**src/rtl/sat_counter.sv**
```systemverilog
// Up-counter with synchronous clear that sticks at MAX instead of wrapping.
module sat_counter #(
    parameter int          W   = 8,
    parameter logic [W-1:0] MAX = '1
) (
    input  logic         clk,
    input  logic         reset,
    input  logic         clr,
    input  logic         inc,
    output logic [W-1:0] q
);

    always_ff @(posedge clk or negedge reset) begin
        if (!reset) begin
            q <= '0;
        end else if (clr) begin
            q <= '0;
        end else if (inc && (q != MAX)) begin
            q <= q + 1'b1;
        end
    end

endmodule

```
**config.mk**
```make
export PLATFORM = sky130hd
export DESIGN_NAME = sat_counter
export DESIGN_NICKNAME = d
export VERILOG_FILES = /design/src/rtl/sat_counter.sv
export SDC_FILE = /design/constraint.sdc
export NUM_CORES = 1
export LEC_CHECK = 0
export CAP_MARGIN = 20
export CORE_AREA = 2 2 39 41
export DETAILED_ROUTE_END_ITERATION = 7
export DIE_AREA = 0 0 41 43
export GPL_ROUTABILITY_DRIVEN = 0
export RECOVER_POWER = 50
export SLEW_MARGIN = 0
export SYNTH_ARGS = -nofsm -noshare
export SYNTH_HDL_FRONTEND = slang
export SYNTH_SLANG_ARGS = --single-unit
export TNS_END_PERCENT = 10
```
**constraint.sdc**
```tcl
create_clock -name clk -period 3.4 [get_ports clk]
set_input_delay 1.02 -clock clk [delete_from_list [all_inputs] [get_ports clk]]
set_output_delay 1.02 -clock clk [all_outputs]
set_load 0.1 [all_outputs]
```
# After elaboration in Yosys (flattened, before gate mapping)

Cells that the tools add are included.

Register bits after elaboration: 8
Latch bits: 0
Bits in writable memories: 0
Bits in read-only memories: 0
Input port bits: 4
Output and inout port bits: 8
Logic and storage cells: 7
Memories kept: 0

Add/subtract/negate cells: 1
Multiply operators: 0
Divide/modulo/power cells: 0
Order comparisons: 0
Equal/unequal tests: 1
Shifts and indexed selects: 0
Muxes and demuxes: 2
Bitwise operators: 0
Reductions and logical operators: 2

Operators by type and width:

| kind                | number |
|---|---|
| $mux 8              | 2 |
| $add 8x1->8 const B | 1 |
| $ne 8x8->1 const B  | 1 |
| $reduce_bool 2->1   | 1 |
| $logic_and 1x1->1   | 1 |

# Logic depth before layout (Yosys ltp)

Gate-level depths: netlist of the first run.

Depth in word-level cells: 4
Depth in mapped cells: 4
Gate-level depth less buffers: 4

# Worst setup path after synthesis of the first run

Ideal clock, no wire load.

Kind: flip-flop to flip-flop
From: register q[0]
To: register q[0]
Setup time: 0.125 ns
Arrival time: 2.010 ns
Required time: 3.275 ns
Path slack: 1.265 ns
Cell stages (with the launch flop): 5
Buffers on the path: 0
Clock period less this slack: 2.135 ns
Cell sequence: dfrtp_1 > ha_1 > and4_2 > a21boi_1 > mux2_2

Word-level cells in the longest chain between the ends: 3
Elaborated cells between the ends (all ways): 6
Classes of those cells: add/sub: 1; eq/ne: 1; mux: 2; reduce/logical: 2

RTL lines:

| element                                            | line   | source |
|---|---|---|
| start, declared                                    | 10     | `output logic [W-1:0] q` |
| start signal, assigned                             | 19     | `q <= q + 1'b1;` |
| $add 8x1->8 / $ne 8x8->1 (equally long branches)   | 19, 18 |  |
| $mux 8 / $logic_and 1x1->1 (equally long branches) | 18     | `end else if (inc && (q != MAX)) begin` |
| $mux 8 / $reduce_bool 2->1 (equally long branches) | n/a    |  |

Parallel ways exist; a longest one is shown, timed or not. The select of a mux whose other input is x is not followed.
A chain may end at the register's enable or synchronous reset.

# Final worst setup path of the first run

From: register q[6]
To: output q[6]

No word-level cell between the ends.

==> results of run 1 <==
## power breakdown
part | internal, uW | switching [uW]
registers | 97.6 | 3.35
clock network | 40.4 | 32.6
logic | 10.1 | 26.7
total | 148 | 62.6
## worst max path at each step
stage,depth (start not counted),end
2_1_floorplan,4,q[0]$_DFFE_PN0P_
3_3_place_gp,4,q[7]$_DFFE_PN0P_
3_5_place_dp,4,q[5]$_DFFE_PN0P_
4_1_cts,4,q[5]$_DFFE_PN0P_
5_1_grt,1,q[6]
6_report,1,q[6]
## layer usage
| layer | routed length (um) | share of wire | GRT usage | vias to the layer above |
|---|---|---|---|---|
| met1 | 464 | 0.45 | 0.171 | 206 |
| met2 | 489 | 0.47 | 0.175 | 16 |
| met3 | 81 | 0.078 | 0.0314 | 0 |
| met4 | 0 | 0 | 0.100 | 0 |
| li1 | - | - | - | 206 |
| met5 | 0 | 0 | 0 | - |
## per-stage QoR
stage	std cells	power (uW)	setup WS, ns	util
finish	77	211	0.854	0.422
global route	77	223	0.814	0.422
CTS	77	214	1.17	0.425
detailed placement	74	140	0.909	0.409
global placement	74	140	0.943	0.409
floorplan	49	129	1.26	-
## cells by family (layout without fill, tap and decap cells)
kind of cell	Yosys count	count (layout)	synth area share
buf+inv	4	16	0.0350
simple gates	24	24	0.310
compound gates	9	9	0.127
fa+ha+maj	1	1	0.0269
flops	8	8	0.431
mux	3	3	0.0701
## layout by cell type (no fill, tap or decap)
cell,n
a21boi_1,1
and4_1,1
nand3_1,2
nand4_1,1
a2111oi_0,1
inv_1,2
ha_1,1
and4_2,1
nand3_2,1
a31oi_1,1
mux2i_1,1
or3_1,1
and3_1,1
buf_4,7
clkdlybuf4s50_1,1
nor2b_1,3
a41oi_1,1
clkbuf_1,1
nor3b_1,1
nor4_1,1
clkbuf_4,3
nand2b_1,3
o21ai_0,1
a211oi_1,1
mux2_2,2
nor3_1,4
a21oi_1,3
nor2_1,2
dfrtp_1,8
dlygate4sd3_1,2
nand2_1,2
## area by class of cell
cell class              count  share of cell area
repair buffers             11               0.148
multi-input cells          37               0.424
clock buffers               3              0.0385
well taps                  16              0.0343
inverters                   2              0.0128
flip-flops and latches      8               0.343
==> impl_results.md, run 1 <==
* Via Count at 428
* Post-CTS setup buffers at 0
* TritonCTS Sinks at 8
* Sequential element share of the synthesized area at 0.431
* Clk_skew at ~0.00054 ns
* CP startpoint kind: flip-flop
* Total congestion overflow at 0
* Vias per cell at 5.56
* Top flop regs: q: 8 flops
* Initial DRC Count at 8
* Reg2reg setup slack at 1.67 ns
* Initial Utilization at 0.335
* Top cell type's share of synthesized area at 0.431
* DRC at 0
* H-Tree Depth at 1
* Global-route wire length before repair at 1510 um
* Max-Slew Margin vs Limit at 0.231
* Antenna diodes at 0
* Share of cells above drive strength 1 at 0.230
* Area contributors post-synth: dfrtp_1 (43%), mux2_2 (4.9%), nor3_1 (4.3%)
* Post-synth EDFFs at 0
* Netlist cell types at 28
* Total core area at 1380 um2
* Final ANT Viol Nets at 0
* Area of the multi-input gates at 248 um2
* CP Max Fanout at 5
* Fin crit share at 0.749
* Required @ worst endpoint at ~2.4 ns
* Critical Path End Type: output pin
* Worst Reg-to-Reg Cells at 4
* Max-Cap Viols at 0
* Antenna violations before repair at 0
* CTS buffer count at 3
* Fin. Hold Viols at 0
* Area grow syn2layout at 25.9%
* Critical R2R Launch: q[0]$_DFFE_PN0P_
* Ys async rst share at 1.00
* Min-Delay Startpoint: q[7]$_DFFE_PN0P_
* Seq cells post-synth at 8
* CTS Hold Bufs at 0
* Tot GR Track Use at 0.130
* Max Buffers Root-to-Sink at 2
* Synth warnings at 0
* Power Dens Cells at 361 nW/um2
* Achievable Freq at just under 0.4 GHz
* Final hold slack at 0.593 ns
* Synth Cell Area at approximately 460 um2
* Leak at 0.000250 uW
* Largest area contributor in the netlist: dfrtp_1
* Final TNS setup at 0 ns
* Slew Limit Fails at 0
* Worst IR Drop VDD at 127 uV
* Most common cell in the synthesized netlist: dfrtp_1
* Die Y at 43 um
* Setup CP Type: flip-flop to output pin
* CTS clk-pin slew, worst paths at 0.05 ns
* Clock Tree Root: clkbuf_4
* Post-cts resize count at 0
* Final net count at between 60 and 70
* Slew at the pin with the worst max-slew slack at 1.16 ns
* CP delay by family, top: buffers and inverters
* Fill cells at between 100 and 150
* Die area at 1760 um2
* Syn Area/Cell at 9.47 um2
* CP max-delay cell: clkbuf_1
* HP Class: flip-flop to flip-flop
* Row count at 14
* Mapped Cells at 49
* Final Cell Area at 584 um2
* DRT Pass-1 Iters at 4
* FF/Latch Area at 200 um2
* Clk Latency, worst-skew pair at 0.25 ns
* Synth cell count leaders: dfrtp_1 (8), nor3_1 (4), a21oi_1 (3), nand2b_1 (3), nor2b_1 (3)
* DIE WIDTH at ~40 um
* Synth Flop Type: dfrtp_1
* I/O pin cnt at 12
* Max reg flops at 8
* Worst-path cell chain: clkbuf_1
* CTS tree: done
* R2r endpoint: q[0]$_DFFE_PN0P_
* Placed cell areas at 566 um2
* Largest net degree at the start of global routing at 12
* Setup-failing EPs final at 0
* End of the worst hold path: q[7]$_DFFE_PN0P_
* Critical Path Max Stage Delay at around 0.88 ns
* Hold-critical path depth at 2
* IO buf count at 11
* Most flops, register: q
* Worst setup startpoint: q[6]$_DFFE_PN0P_
* Wire length per cell at 13.4 um
* Post-layout minimum cycle time at 2.55 ns
* RSZ-0062 raised after global routing: false
* Vias in the first global route at between 300 and 400
* Synthesized net count at 54
* Worst Path Buf+Inv at 1
* Final Routed Wirelength at 1030 um
* Worst Path Arrival at 1.53 ns
* DPL Wire Length at 749 um
* Outcome: completed
No activity file was read; power rests on OpenSTA's default activity.
==> inputs of run 2 (changes only) <==
==> constraint.sdc (replaced) <==
create_clock -name clk -period 2.16 [get_ports clk]
set_input_delay 0.648 -clock clk [delete_from_list [all_inputs] [get_ports clk]]
set_output_delay 0.648 -clock clk [all_outputs]
set_load 0.1 [all_outputs]
==> run 2 against run 1 <==
Effect of this change: global-route usage rose by 0.72 points; utilization rose by 4.7 points; count of clock-buffer cells in the layout is the same; largest cell class unchanged; register-to-register slack worse by 1.3 ns; final area is 11% higher; setup slack got worse by 0.48 ns; power up 63%; combinational power increased by 85%; routed wire length is 5.7% lower.
==> impl_results.md, run 2 (synthesis results as in run 1) <==
* Slew Limit Fails at 0
* CP max-delay cell: clkbuf_2
* Fill cells at 128
* Worst-path cell chain: clkbuf_2
* Post-cts resize count at 0
* Antenna violations before repair at 0
* Fin crit share at 0.828
* RSZ-0062 raised after global routing: false
* Setup CP Type: flip-flop to output pin
* CP Max Fanout at 4
* Total congestion overflow at 0
* CTS buffer count at 3
* Reg2reg setup slack at 0.40 ns
* IO buf count at 11
* Clock Tree Root: clkbuf_4
* Final TNS setup at 0 ns
* Area of the multi-input gates at 246 um2
* Worst IR Drop VDD at 222 uV
* Max Buffers Root-to-Sink at 2
* Fin util at 0.469
* CTS tree: done
* Clk_skew at ~0.0075 ns
* Slew at the pin with the worst max-slew slack at ~0.54 ns
* Initial DRC Count at 1
* DPL Wire Length at 749 um
* Post-layout minimum cycle time at 1.79 ns
* Largest net degree at the start of global routing at 12
* I/O pin cnt at 12
* Vias per cell at roughly 5.3
* Max-Slew Margin vs Limit at 0.640
* Vias in the first global route at 373
* Worst Path Arrival at ~1.1 ns
* TritonCTS Sinks at 8
* Wire length per cell at 12.5 um
* DIE WIDTH at 41 um
* Critical Path End Type: output pin
* Outcome: completed
* Total core area at 1380 um2
* Final net count at 69
* Clk Latency, worst-skew pair at roughly 0.26 ns
* Die area at ~1800 um2
* Antenna diodes at 0
* Row count at 14
* Power Dens Cells at 528 nW/um2
* Via Count at roughly 410
* Final ANT Viol Nets at 0
* DRT Pass-1 Iters at 2
* Area grow syn2layout at 39.9%
* Die Y at 43 um
* DRC at 0
* FF/Latch Area at 200 um2
* CTS clk-pin slew, worst paths at 0.06 ns
* Initial Utilization at 0.335
* HP Class: flip-flop to flip-flop
* Top flop regs: q: 8 flops
* Most flops, register: q
* CP delay by family, top: buffers and inverters
* Global-route wire length before repair at 1640 um
* Required @ worst endpoint at between 1.5 and 2 ns
* Critical Path Max Stage Delay at between 0.4 and 0.5 ns
* Commonest non-fill, non-tap cells in the layout: dfrtp_1 (8), buf_12 (5), nor3_1 (4)
* Max reg flops at 8
* Most common cell after layout, fill and taps aside: dfrtp_1
* Fin. Hold Viols at 0
* Setup-failing EPs final at 0
* Post-CTS setup buffers at 0
* H-Tree Depth at 1
* CP startpoint kind: flip-flop
* Tot GR Track Use at 0.138
* Max-Cap Viols at 0
* Achievable Freq at roughly 0.56 GHz
* Share of cells above drive strength 1 at 0.242
* Worst Path Buf+Inv at 1
* Final Routed Wirelength at 975 um
* Leak at 0.000272 uW
* CTS Hold Bufs at 0
## run 2: cell types whose count changed in the layout (fill, tap and decap cells not counted)
cell             previous run  this run
clkdlybuf4s50_1             1         2
buf_12                      0         5
dlygate4sd3_1               2         1
clkbuf_1                    1         0
and4_2                      1         0
and4_1                      1         2
clkbuf_2                    0         3
buf_4                       7         1
## run 2: layer usage
layer  up-vias  GRT usage  part of all wire
li1        208          -                 -
met1       193      0.185              0.45
met2        11      0.203              0.47
met3         2     0.0314             0.069
met4         0     0.0600             0.014
met5         -          0                 0
## run 2: layout make-up
class	count	share of cell area
Clock buffer	3	0.0347
Inverter	2	0.0116
Multi-Input combinational cell	37	0.380
Sequential cell	8	0.308
Tap cell	16	0.0308
Timing Repair Buffer	12	0.235
## run 2: path summary, 6_finish.rpt
path,startpoint,to,depth (start not counted)
max in group asynchronous,reset,q[5]$_DFFE_PN0P_,1
setup reg to reg,q[0]$_DFFE_PN0P_,q[0]$_DFFE_PN0P_,4
hold / removal,q[7]$_DFFE_PN0P_,q[7]$_DFFE_PN0P_,2
hold reg to reg,q[7]$_DFFE_PN0P_,q[7]$_DFFE_PN0P_,2
setup / recovery,q[4]$_DFFE_PN0P_,q[4],1
min in group asynchronous,reset,q[4]$_DFFE_PN0P_,1
## run 2: power by group
part / switching [uW] / internal, uW
sequential: 7.44 / 154
clock: 50.0 / 63.5
combinational: 41.8 / 26.5
total: 99.2 / 244
## run 2: metrics by stage
step                      power (uW)  cell area, um2  std cells  hold slack, ns  worst slack, ns
after floorplan                  203             464         49           0.352           0.0249
after global placement           232             673         75           0.619            0.146
after detailed placement         233             673         75           0.621            0.117
after CTS                        348             696         78           0.627            0.370
after global routing             361             649         78           0.604            0.286
final                            343             649         78           0.580            0.371
==> inputs of run 3 (changes only) <==
==> constraint.sdc (replaced) <==
create_clock -name clk -period 1.5 [get_ports clk]
set_input_delay 0.45 -clock clk [delete_from_list [all_inputs] [get_ports clk]]
set_output_delay 0.45 -clock clk [all_outputs]
set_load 0.1 [all_outputs]
==> run 3 against run 2 <==
Effect of this change: the flow now finishes with violations (setup timing); routed wire length grew 27%; sequential cell count is the same; register-to-register slack worse by 0.38 ns; utilization rose by 11 points; non-clock buffer count grew 8; final area grew 23%; sequential power is 43% higher; die area stayed put; global-route usage is 3.7 points higher; power grew 55%; first-iteration DRC count rose to 7.0 times the previous value; hold slack worse by 0.029 ns.
==> impl_results.md, run 3 (synthesis results as in run 1) <==
* Global-route wire length before repair at approximately 2000 um
* CP startpoint kind: flip-flop
* Initial Utilization at 0.335
* Leak at 0.000311 uW
* Antenna violations before repair at 0
* CTS Hold Bufs at 0
* Wire length per cell at 14.4 um
* Final Routed Wirelength at 1240 um
* Total congestion overflow at 0
* Die Y at around 43 um
* Vias per cell at 5.44
* Worst IR Drop VDD at 504 uV
* Most common cell after layout, fill and taps aside: buf_12
* CP Max Fanout at 5
* Clk_skew at 0.00663 ns
* Clock Tree Root: clkbuf_4
* DRT Pass-1 Iters at 4
* Post-CTS setup buffers at 0
* CTS tree: done
* Reg2reg setup slack at about 0.020 ns
* Worst setup startpoint: q[0]$_DFFE_PN0P_
* Max-Cap Viols at 0
* Power Dens Cells at 665 nW/um2
* Max Buffers Root-to-Sink at 2
* Crit path capture: q[0]
* Initial DRC Count at 7
* Tot GR Track Use at 0.175
* H-Tree Depth at 1
* Fin crit share at 1.00
* Critical R2R Launch: q[1]$_DFFE_PN0P_
* Die area at 1760 um2
* Critical Path End Type: output pin
* TritonCTS Sinks at 8
* Max-Slew Margin vs Limit at 0.729
* Fin util at 0.577
* CTS buffer count at 3
* CTS clk-pin slew, worst paths at 0.06 ns
* Worst-path cell chain: buf_6 > buf_12
* Total core area at 1380 um2
* Largest net degree at the start of global routing at 9
* Critical Path Max Stage Delay at 0.49 ns
* Final net count at 77
* Met3 usage at 0.0524
* Slew at the pin with the worst max-slew slack at 0.405 ns
* Final ANT Viol Nets at 0
* R2r endpoint: q[5]$_DFFE_PN0P_
* RSZ-0062 raised after global routing: true
* Worst Reg-to-Reg Cells at 4
* Area grow syn2layout at 72.0%
* HP Class: primary input to asynchronous set/reset pin
* Share of cells above drive strength 1 at 0.486
* Antenna diodes at 0
* Post-cts resize count at 3
* Fin. Hold Viols at 0
* DRC at 0
* Worst Path Buf+Inv at 2
* Placement Setup Slack at -0.308 ns
* Met1 Use GR at 0.194
* DIE WIDTH at 41 um
* Row count at 14
* CP delay by family, top: flip-flops
* I/O pin cnt at 12
* Outcome: finished with violations
* Max reg flops at 8
* Achievable Freq at 0.665 GHz
* Failing checks: setup timing
* Met2 Resource Use GR at 0.269
* Slew Limit Fails at 0
* DPL Wire Length at 951 um
* CP max-delay cell: dfrtp_4
* Setup-failing EPs final at 2
* Grt peak-use layer: met2
* Setup ws final at -0.00442 ns
* Most flops, register: q
* Post-layout minimum cycle time at 1.50 ns
* IO buf count at 11
* Setup CP Type: flip-flop to output pin
* Top flop regs: q: 8 flops
* Clk Latency, worst-skew pair at between 0.2 and 0.3 ns
* Fill cells at 129
* Worst path depth at 2
* Worst Path Arrival at 1.05 ns
* Vias in the first global route at 453
* Required @ worst endpoint at 1.05 ns
* Via Count at 468
* Commonest non-fill, non-tap cells in the layout: buf_12 (8), buf_4 (6), dfrtp_2 (6), nor3_1 (4)
run 3: per-stage QoR:
step	setup TNS, ns	power, uW	instance area, um2	cells	hold WS, ns
finish	-0.00624	531	798	86	0.551
global route	-0.0724	561	798	86	0.576
CTS	-0.0161	537	798	86	0.497
detailed placement	-1.41	362	769	83	0.644
global placement	-1.17	360	769	83	0.654
floorplan	-0.352	302	500	49	0.154
run 3: where the power goes:
group / switching (uW) / internal (uW)
registers: 7.29 / 224
logic: 71.5 / 55.1
clock network: 80.9 / 92.1
run 3: area by class of cell:
cell class	count	area [um2]	share of cell area
flip-flops and latches	8	215	0.270
multi-input cells	37	273	0.342
well taps	16	20.0	0.0251
clock buffers	3	22.5	0.0282
repair buffers	20	260	0.326
inverters	2	7.51	0.00940
run 3: per-layer routing:
layer | up-vias | routed length [um]
met4 | 0 | 19
met5 | - | 0
met1 | 223 | 543
met3 | 2 | 59
li1 | 227 | -
met2 | 16 | 613
run 3: worst min path at each step:
| stage | from | endpoint | slack (ns) | depth (start not counted) |
|---|---|---|---|---|
| finish | reset | q[1]$_DFFE_PN0P_ | 0.55 | 1 |
| global route | reset | q[1]$_DFFE_PN0P_ | 0.58 | 1 |
| CTS | reset | q[1]$_DFFE_PN0P_ | 0.50 | 1 |
| global placement | q[6]$_DFFE_PN0P_ | q[6]$_DFFE_PN0P_ | 0.65 | 2 |
| floorplan | reset | q[2]$_DFFE_PN0P_ | 0.15 | 0 |
| detailed placement | q[4]$_DFFE_PN0P_ | q[4]$_DFFE_PN0P_ | 0.64 | 2 |
